## config.mk

```make
export PLATFORM = sky130hd
export DESIGN_NAME = fetch_ctrl_flat
export DESIGN_NICKNAME = d
export VERILOG_FILES = /design/src/rtl/fetch_ctrl_if.sv /design/src/rtl/fetch_ctrl.sv /design/src/flat_wrapper.sv
export SDC_FILE = /design/constraint.sdc
export NUM_CORES = 1
export LEC_CHECK = 0
export BUFFER_PORTS_ARGS = -buffer_cell sky130_fd_sc_hd__buf_2
export CORE_UTILIZATION = 25
export CTS_CLUSTER_SIZE = 30
export DETAILED_ROUTE_END_ITERATION = 10
export PLACE_DENSITY = 0.43
export SYNTH_ARGS = -nofsm -noshare
export SYNTH_HDL_FRONTEND = slang
export SYNTH_SLANG_ARGS = --single-unit
```

## constraint.sdc

```tcl
create_clock -name clk -period 6.51 [get_ports clk]
set_input_delay 0.651 -clock clk [delete_from_list [all_inputs] [get_ports clk]]
set_output_delay 0.651 -clock clk [all_outputs]
set_load 0.05 [all_outputs]
```

## src/rtl/fetch_ctrl_if.sv

```systemverilog
`default_nettype none
// ============================================================================
// Module      : fetch_ctrl_if
// Description : Bundle of the fetch controller's handshake signals. It carries
//               the redirect input, the instruction-memory req/gnt/rvalid port
//               and the decode-side valid/ready port.
//               master : the fetch controller (drives req/addr and the decode
//                        head signals, receives redirect/gnt/rvalid/ready).
//               slave  : the surrounding pipeline and memory.
// Signals     : redirect_i, redirect_addr_i   taken jump/branch and its target
//               instr_req_o, instr_addr_o     memory request and its address
//               instr_gnt_i                   request accepted this cycle
//               instr_rvalid_i, instr_rdata_i read data and its valid
//               instr_valid_o, instr_o,       FIFO head presented to decode
//               instr_pc_o
//               instr_ready_i                 decode accepts the head
//               busy_o                        a request is outstanding
// Revision    : 1.0 - initial release
// ============================================================================
interface fetch_ctrl_if #(
   parameter int unsigned ADDR_WIDTH  = 32,
   parameter int unsigned INSTR_WIDTH = 32
) ();
   logic                   redirect_i;
   logic [ADDR_WIDTH-1:0]  redirect_addr_i;
   logic                   instr_req_o;
   logic [ADDR_WIDTH-1:0]  instr_addr_o;
   logic                   instr_gnt_i;
   logic                   instr_rvalid_i;
   logic [INSTR_WIDTH-1:0] instr_rdata_i;
   logic                   instr_valid_o;
   logic [INSTR_WIDTH-1:0] instr_o;
   logic [ADDR_WIDTH-1:0]  instr_pc_o;
   logic                   instr_ready_i;
   logic                   busy_o;

   modport master (
      input  redirect_i, redirect_addr_i, instr_gnt_i, instr_rvalid_i,
             instr_rdata_i, instr_ready_i,
      output instr_req_o, instr_addr_o, instr_valid_o, instr_o, instr_pc_o,
             busy_o
   );

   modport slave (
      output redirect_i, redirect_addr_i, instr_gnt_i, instr_rvalid_i,
             instr_rdata_i, instr_ready_i,
      input  instr_req_o, instr_addr_o, instr_valid_o, instr_o, instr_pc_o,
             busy_o
   );
endinterface
`default_nettype wire

```

## src/rtl/fetch_ctrl.sv

```systemverilog
`default_nettype none
// ============================================================================
// Module      : fetch_ctrl
// Description : Instruction-fetch sequencer. Owns the fetch address, issues a
//               single outstanding request over req/gnt/rvalid, buffers
//               returned instructions tagged with their PC in a small FIFO
//               drained by decode under valid/ready, and applies redirects by
//               flushing the FIFO and discarding stale in-flight responses.
// Ports       : clk           clock
//               rst_n         synchronous, active-low reset
//               bus           fetch_ctrl_if.master (memory + decode + redirect)
//               stall_cnt_o   (FETCH_PERF_CNT_EN only) saturating count of
//                             IDLE cycles and ungranted REQ cycles
//               discard_cnt_o (FETCH_PERF_CNT_EN only) saturating count of
//                             dropped responses
// Options     : define FETCH_PERF_CNT_EN to add the two performance counters.
// Revision    : 1.0 - initial release
// ============================================================================
module fetch_ctrl #(
   parameter int unsigned          ADDR_WIDTH  = 32,
   parameter int unsigned          INSTR_WIDTH = 32,
   parameter logic [ADDR_WIDTH-1:0] RESET_ADDR = '0,
   parameter int unsigned          BUF_DEPTH   = 2
) (
   input  wire logic      clk,
   input  wire logic      rst_n,
   fetch_ctrl_if.master   bus
`ifdef FETCH_PERF_CNT_EN
   ,
   output logic [31:0]    stall_cnt_o,
   output logic [31:0]    discard_cnt_o
`endif
);

   localparam int unsigned c_PTR_W = (BUF_DEPTH > 1) ? $clog2(BUF_DEPTH) : 1;
   localparam int unsigned c_CNT_W = c_PTR_W + 1;
   localparam logic [c_CNT_W-1:0] c_DEPTH = c_CNT_W'(BUF_DEPTH);

   typedef enum logic [1:0] {
      S_IDLE    = 2'd0,
      S_REQ     = 2'd1,
      S_WAIT    = 2'd2,
      S_DISCARD = 2'd3
   } state_t;

   state_t                  r_state, w_state_nxt;
   logic [ADDR_WIDTH-1:0]   r_fetch_addr, w_fetch_addr_nxt;
   logic [ADDR_WIDTH-1:0]   r_pending_pc;
   logic                    w_latch_pc, w_push, w_drop, w_pop;
   logic                    w_room, w_room_after_push;
   logic [ADDR_WIDTH-1:0]   w_redirect_addr;
   logic [c_CNT_W-1:0]      w_count_less_pop;

   logic [INSTR_WIDTH-1:0]  r_buf_instr [BUF_DEPTH];
   logic [ADDR_WIDTH-1:0]   r_buf_pc    [BUF_DEPTH];
   logic [c_PTR_W-1:0]      r_rd_ptr, r_wr_ptr;
   logic [c_CNT_W-1:0]      r_count;

   // Redirect targets are word aligned; the low bits are ignored.
   logic w_unused_addr_lsbs;
   assign w_unused_addr_lsbs = ^bus.redirect_addr_i[1:0];
   assign w_redirect_addr    = {bus.redirect_addr_i[ADDR_WIDTH-1:2], 2'b00};

   // A redirect flushes the FIFO, so it also suppresses the pop.
   assign w_pop = (r_count != '0) && bus.instr_ready_i && !bus.redirect_i;

   // A new request is only issued when its response is guaranteed a slot.
   assign w_count_less_pop  = r_count - c_CNT_W'(w_pop);
   assign w_room            = w_count_less_pop < c_DEPTH;
   assign w_room_after_push = (w_count_less_pop + c_CNT_W'(1)) < c_DEPTH;

   // ------------------------------------------------------------------
   // FSM
   // ------------------------------------------------------------------
   always_ff @(posedge clk) begin
      if (!rst_n) begin
         r_state      <= S_REQ;
         r_fetch_addr <= RESET_ADDR;
         r_pending_pc <= '0;
      end else begin
         r_state      <= w_state_nxt;
         r_fetch_addr <= w_fetch_addr_nxt;
         if (w_latch_pc) r_pending_pc <= r_fetch_addr;
      end
   end

   always_comb begin
      w_state_nxt      = r_state;
      w_fetch_addr_nxt = r_fetch_addr;
      w_latch_pc       = 1'b0;
      w_push           = 1'b0;
      w_drop           = 1'b0;

      // Any redirect retargets the fetch address, whatever the state.
      if (bus.redirect_i) w_fetch_addr_nxt = w_redirect_addr;

      case (r_state)
         S_IDLE: begin
            if (bus.redirect_i || w_room) w_state_nxt = S_REQ;
         end
         S_REQ: begin
            if (bus.instr_gnt_i) begin
               if (bus.redirect_i) begin
                  w_state_nxt = S_DISCARD;
               end else begin
                  w_latch_pc       = 1'b1;
                  w_fetch_addr_nxt = r_fetch_addr + ADDR_WIDTH'(4);
                  w_state_nxt      = S_WAIT;
               end
            end
         end
         S_WAIT: begin
            if (bus.instr_rvalid_i) begin
               if (bus.redirect_i) begin
                  w_drop      = 1'b1;
                  w_state_nxt = S_REQ;
               end else begin
                  w_push      = 1'b1;
                  w_state_nxt = w_room_after_push ? S_REQ : S_IDLE;
               end
            end else if (bus.redirect_i) begin
               w_state_nxt = S_DISCARD;
            end
         end
         S_DISCARD: begin
            if (bus.instr_rvalid_i) begin
               w_drop      = 1'b1;
               w_state_nxt = S_REQ;
            end
         end
         default: w_state_nxt = S_REQ;
      endcase
   end

   assign bus.instr_req_o  = (r_state == S_REQ);
   assign bus.instr_addr_o = r_fetch_addr;
   assign bus.busy_o       = (r_state == S_WAIT) || (r_state == S_DISCARD);

   // ------------------------------------------------------------------
   // Prefetch FIFO: decode sees only registered storage, never rdata.
   // ------------------------------------------------------------------
   always_ff @(posedge clk) begin
      if (!rst_n) begin
         r_rd_ptr <= '0;
         r_wr_ptr <= '0;
         r_count  <= '0;
         for (int i = 0; i < int'(BUF_DEPTH); i++) begin
            r_buf_instr[i] <= '0;
            r_buf_pc[i]    <= '0;
         end
      end else if (bus.redirect_i) begin
         r_rd_ptr <= '0;
         r_wr_ptr <= '0;
         r_count  <= '0;
      end else begin
         if (w_push) begin
            r_buf_instr[r_wr_ptr] <= bus.instr_rdata_i;
            r_buf_pc[r_wr_ptr]    <= r_pending_pc;
            r_wr_ptr              <= r_wr_ptr + c_PTR_W'(1);
         end
         if (w_pop) r_rd_ptr <= r_rd_ptr + c_PTR_W'(1);
         r_count <= r_count + c_CNT_W'(w_push) - c_CNT_W'(w_pop);
      end
   end

   assign bus.instr_valid_o = (r_count != '0);
   assign bus.instr_o       = r_buf_instr[r_rd_ptr];
   assign bus.instr_pc_o    = r_buf_pc[r_rd_ptr];

`ifdef FETCH_PERF_CNT_EN
   // ------------------------------------------------------------------
   // Saturating performance counters
   // ------------------------------------------------------------------
   logic [31:0] r_stall_cnt, r_discard_cnt;
   logic        w_stall;

   assign w_stall = (r_state == S_IDLE) ||
                    ((r_state == S_REQ) && !bus.instr_gnt_i);

   always_ff @(posedge clk) begin
      if (!rst_n) begin
         r_stall_cnt   <= '0;
         r_discard_cnt <= '0;
      end else begin
         if (w_stall && (r_stall_cnt != '1))
            r_stall_cnt <= r_stall_cnt + 32'd1;
         if (w_drop && (r_discard_cnt != '1))
            r_discard_cnt <= r_discard_cnt + 32'd1;
      end
   end

   assign stall_cnt_o   = r_stall_cnt;
   assign discard_cnt_o = r_discard_cnt;
`endif

endmodule
`default_nettype wire

```

## src/flat_wrapper.sv

```systemverilog
// flat-port wrapper written by rule: the top's interface ports become plain ports
module fetch_ctrl_flat 
#(
   parameter int unsigned          ADDR_WIDTH  = 32,
   parameter int unsigned          INSTR_WIDTH = 32,
   parameter logic [ADDR_WIDTH-1:0] RESET_ADDR = '0,
   parameter int unsigned          BUF_DEPTH   = 2
)
  (clk, rst_n, bus_redirect_i, bus_redirect_addr_i, bus_instr_gnt_i, bus_instr_rvalid_i, bus_instr_rdata_i, bus_instr_ready_i, bus_instr_req_o, bus_instr_addr_o, bus_instr_valid_o, bus_instr_o, bus_instr_pc_o, bus_busy_o);
  fetch_ctrl_if #(.ADDR_WIDTH(ADDR_WIDTH), .INSTR_WIDTH(INSTR_WIDTH)) bus_i ();
  input  wire logic clk;
  input  wire logic rst_n;
  input wire logic [$bits(bus_i.redirect_i)-1:0] bus_redirect_i;
  input wire logic [$bits(bus_i.redirect_addr_i)-1:0] bus_redirect_addr_i;
  input wire logic [$bits(bus_i.instr_gnt_i)-1:0] bus_instr_gnt_i;
  input wire logic [$bits(bus_i.instr_rvalid_i)-1:0] bus_instr_rvalid_i;
  input wire logic [$bits(bus_i.instr_rdata_i)-1:0] bus_instr_rdata_i;
  input wire logic [$bits(bus_i.instr_ready_i)-1:0] bus_instr_ready_i;
  output wire logic [$bits(bus_i.instr_req_o)-1:0] bus_instr_req_o;
  output wire logic [$bits(bus_i.instr_addr_o)-1:0] bus_instr_addr_o;
  output wire logic [$bits(bus_i.instr_valid_o)-1:0] bus_instr_valid_o;
  output wire logic [$bits(bus_i.instr_o)-1:0] bus_instr_o;
  output wire logic [$bits(bus_i.instr_pc_o)-1:0] bus_instr_pc_o;
  output wire logic [$bits(bus_i.busy_o)-1:0] bus_busy_o;
  assign bus_i.redirect_i = bus_redirect_i;
  assign bus_i.redirect_addr_i = bus_redirect_addr_i;
  assign bus_i.instr_gnt_i = bus_instr_gnt_i;
  assign bus_i.instr_rvalid_i = bus_instr_rvalid_i;
  assign bus_i.instr_rdata_i = bus_instr_rdata_i;
  assign bus_i.instr_ready_i = bus_instr_ready_i;
  assign bus_instr_req_o = bus_i.instr_req_o;
  assign bus_instr_addr_o = bus_i.instr_addr_o;
  assign bus_instr_valid_o = bus_i.instr_valid_o;
  assign bus_instr_o = bus_i.instr_o;
  assign bus_instr_pc_o = bus_i.instr_pc_o;
  assign bus_busy_o = bus_i.busy_o;
  fetch_ctrl #(.ADDR_WIDTH(ADDR_WIDTH), .INSTR_WIDTH(INSTR_WIDTH), .RESET_ADDR(RESET_ADDR), .BUF_DEPTH(BUF_DEPTH)) u_core (.clk(clk), .rst_n(rst_n), .bus(bus_i));
endmodule
```

==> run_results.csv <==
group,metric,value,unit
worst_setup_path,crit_cells,5,
cts,clockRootBuffer,"clkbuf_16",
synthesis,ys.flop_type,"edfxtp_1",
worst_setup_path,r2r-end,"u_core.r_buf_instr[0][15]",
synthesis,synth_commonest_cells,"and2_1, edfxtp_1, nand2_1",
timing,fmax,348,MHz
synthesis,synth.distinct_cells,46,
hold_path,hold_class,"in2reg",
timing,min_period,2.87,ns
layout,drive_gt1_share,30.6,%
timing,worstMarginPinSlew,1.02,ns
floorplanning,die_h,191,um
global_route,grt_start_max_net_pins,65,
timing,rsz0062_at_grt,"false",
timing,max_slew_margin,31.4,%
global_route,grt_pass1_vias,6203,
layout,nets,1005,
routing,wl_per_cell,16.9,um
pwr,cellPowerDensity,268,mW/mm^2
synthesis,synth_seq_cells,199,
cts,tritoncts,"yes",
synthesis,async_flop_share,0,%
synthesis,synthTopCellsByArea,"edfxtp_1, dfxtp_1, and2_1, mux2_2, nand2_1",
worst_setup_path,setup.worst_path.start_class,"register",
placement,gp_congestion,0.778,
timing,slew_viol_final,0,
floorplanning,ios,169,
worst_setup_path,worst-setup-path-type,"reg2reg",
hold_path,whs_path_depth,3,
worst_setup_path,timing.rr.start,"u_core.r_state[0]",
global_route,grt_pass1_wl,36.2,mm
timing,layout_worst_path_cycle_share,44.1,%
cts,cts_setup_buffers,0,
placement,io_buffers,166,
worst_setup_path,critPathTopFamily,"buffers and inverters",
pwr,ir_drop,0.000183,V
floorplanning,die_area,0.0363,mm^2
synthesis,synth_most_common_cell,"and2_1",
synthesis,syn_avg_cell_area,11.4,um^2
worst_setup_path,arrival,2.94,ns
pwr,leakage,4.18,nW
synthesis,synth_top_area_share,43.2,%
worst_setup_path,max_stage_delay,0.73,ns
worst_setup_path,critPathRequiredTime,6.58,ns
routing,drt-initial-drc-count,273,
global_route,grt_overflow,0,
floorplanning,core_area,0.0348,mm^2
worst_setup_path,cp_max_fo,47,
floorplanning,floorplan.initialDensity,25.6,%
worst_setup_path,cp_cell_sequence,"inv_1, ha_1, nand3_1, o21ai_4, buf_4",
worst_setup_path,r2r_cells,5,
cts,clkLatencyLatePin,0.44,ns
pwr,p_total,0.00289,W
routing,postRouteAntennaNets,0,
synthesis,synth-seq-area-share,59.2,%
routing,dr.pass1.iters,5,
cts,path_clk_slew,0.08,ns
layout,stdcell_count,1395,
synthesis,ys_warn_count,0,
cts,htreeDepth,4,
worst_setup_path,worstSetupStartpoint,"u_core.r_state[0]",
cts,cts_hold_buf,0,
layout,syn2layout_area_growth,21.6,%
placement,dpl.hpwl,15.2,mm
routing,drc,0,
worst_setup_path,worstSetupEndpointType,"register",
cts,ctsLongestPathBuffers,2,
timing,worst_hold_slack,0.454,ns
worst_setup_path,critPathSlowestCell,"o21ai_4",
timing,fin_skew,0.0113,ns
timing,finalHoldViolCount,0,
layout,antenna-diode-count,0,
worst_setup_path,critical_path_buf_inv_count,2,
outcome,status,"finished, final reports clean",
routing,vias,6223,
worst_setup_path,ff2ff_setup_slack,3.64,ns
job,drv_cap,0,
synthesis,syn_inst,778,
synthesis,syn_nets,856,
cts,numCtsBuffers,17,
worst_setup_path,crit_end,"u_core.r_buf_instr[0][15]",
routing,via_per_inst,4.46,
floorplanning,rows,68,
synthesis,synth_edf_count,128,
synthesis,synth_top_area_cell,"edfxtp_1",
floorplanning,die_w,191,um
timing,final-setup-viol-count,0,
global_route,antenna_found_initial,0,
timing,setup-tns-final,0,ns
cts,numClockSinks,199,
routing,drt-total-wl,23.6,mm
synthesis,syn_area,0.00889,mm^2
global_route,grt_use_total,13.3,%
placement,place_inst,1363,
cts,cts_resized,0,
[final cells by class]
type                            count  area [um^2]
Timing Repair Buffer              177          913
Sequential cell                   199         5270
Multi-Input combinational cell    520         3450
Clock inverter                     14          136
Tap cell                          455          569
Fill cell                        3629        24000
Clock buffer                       18          429
Inverter                           12         45.0
[logic make-up after synthesis]
group                    synth area share [%]
flip-flops                               59.2
adder cells (fa/ha/maj)                  1.13
AO/OA/AOI/OAI                            6.68
AND/OR/NAND/NOR                          20.6
buffers and inverters                    2.49
XOR/XNOR                                 1.63
multiplexers                             8.22
[worst reg2reg max path, cell delays in order, from the launching register on]
cell     delay (ns)
dfxtp_1        0.33
inv_1          0.10
ha_1           0.23
nand3_1        0.39
o21ai_4        0.73
buf_4          0.70
[layout by cell type, fill, tap and decap left out, types with 2 or more instances in the layout]
| master | instances |
|---|---|
| buf_2 | 166 |
| and2_1 | 132 |
| edfxtp_1 | 128 |
| nand2_1 | 86 |
| dfxtp_1 | 70 |
| mux2_2 | 64 |
| a21oi_1 | 41 |
| o21ai_0 | 22 |
| nor2_1 | 20 |
| clkbuf_16 | 17 |
| nand4_1 | 14 |
| inv_1 | 12 |
| nand3_1 | 11 |
| nor4_1 | 11 |
| buf_4 | 11 |
| xnor2_1 | 10 |
| nor3_1 | 10 |
| a311oi_1 | 10 |
| and3_1 | 9 |
| or3_1 | 8 |
| ha_1 | 8 |
| nor2b_1 | 7 |
| a211oi_1 | 6 |
| a31oi_1 | 6 |
| and4_1 | 6 |
| xor2_1 | 4 |
| inv_6 | 4 |
| clkinv_4 | 4 |
| inv_8 | 4 |
| nand2b_1 | 3 |
| or2_2 | 2 |
| o21ai_4 | 2 |
| nand3_2 | 2 |
| nor3_2 | 2 |
| a31o_2 | 2 |
| nor3b_1 | 2 |
| o211ai_1 | 2 |
| or4_4 | 2 |
[worst min-delay path by stage]
stage,start,endpoint
finish,bus_redirect_addr_i[29],u_core.bus.instr_addr_o[29]
global route,bus_redirect_addr_i[26],u_core.bus.instr_addr_o[26]
CTS,bus_redirect_addr_i[29],u_core.bus.instr_addr_o[29]
detailed placement,u_core.r_pending_pc[31],u_core.r_pending_pc[31]
global placement,u_core.r_pending_pc[31],u_core.r_pending_pc[31]
floorplan,u_core.r_pending_pc[0],u_core.r_pending_pc[0]
[sequential cells by signal (all words and copies together) (netlist names), named ones only]
register,count
u_core.r_buf_instr,64
u_core.r_buf_pc,64
u_core.bus.instr_addr_o,32
u_core.r_pending_pc,32
u_core.r_count,2
u_core.r_state,2
u_core.r_rd_ptr,1
u_core.r_wr_ptr,1
[metrics by stage]
step,utilization [%],area [um^2],setup slack [ns]
floorplan,-,8890,0.459
global placement,29.4,10200,3.12
detailed placement,29.4,10200,3.11
CTS,31.1,10800,3.53
global route,31.1,10800,3.37
finish,31.1,10800,3.64
[report_power, final]
group / switching, W / leakage [nW] / internal (W) / total (W)
clock network: 0.000523 / 0.280 / 0.000510 / 0.00103
logic: 0.000300 / 1.99 / 0.000114 / 0.000414
registers: 0.0000480 / 1.90 / 0.00140 / 0.00145
[routing by layer]
metal  vias up  track usage, %  part of all wire (%)
li1       3080               -                     -
met1      2958            18.3                    50
met2       168            20.8                    45
met3        17            2.83                   4.4
met4         0            3.94                   1.2
met5         -               0                     0
No activity file was read; power rests on OpenSTA's default activity.
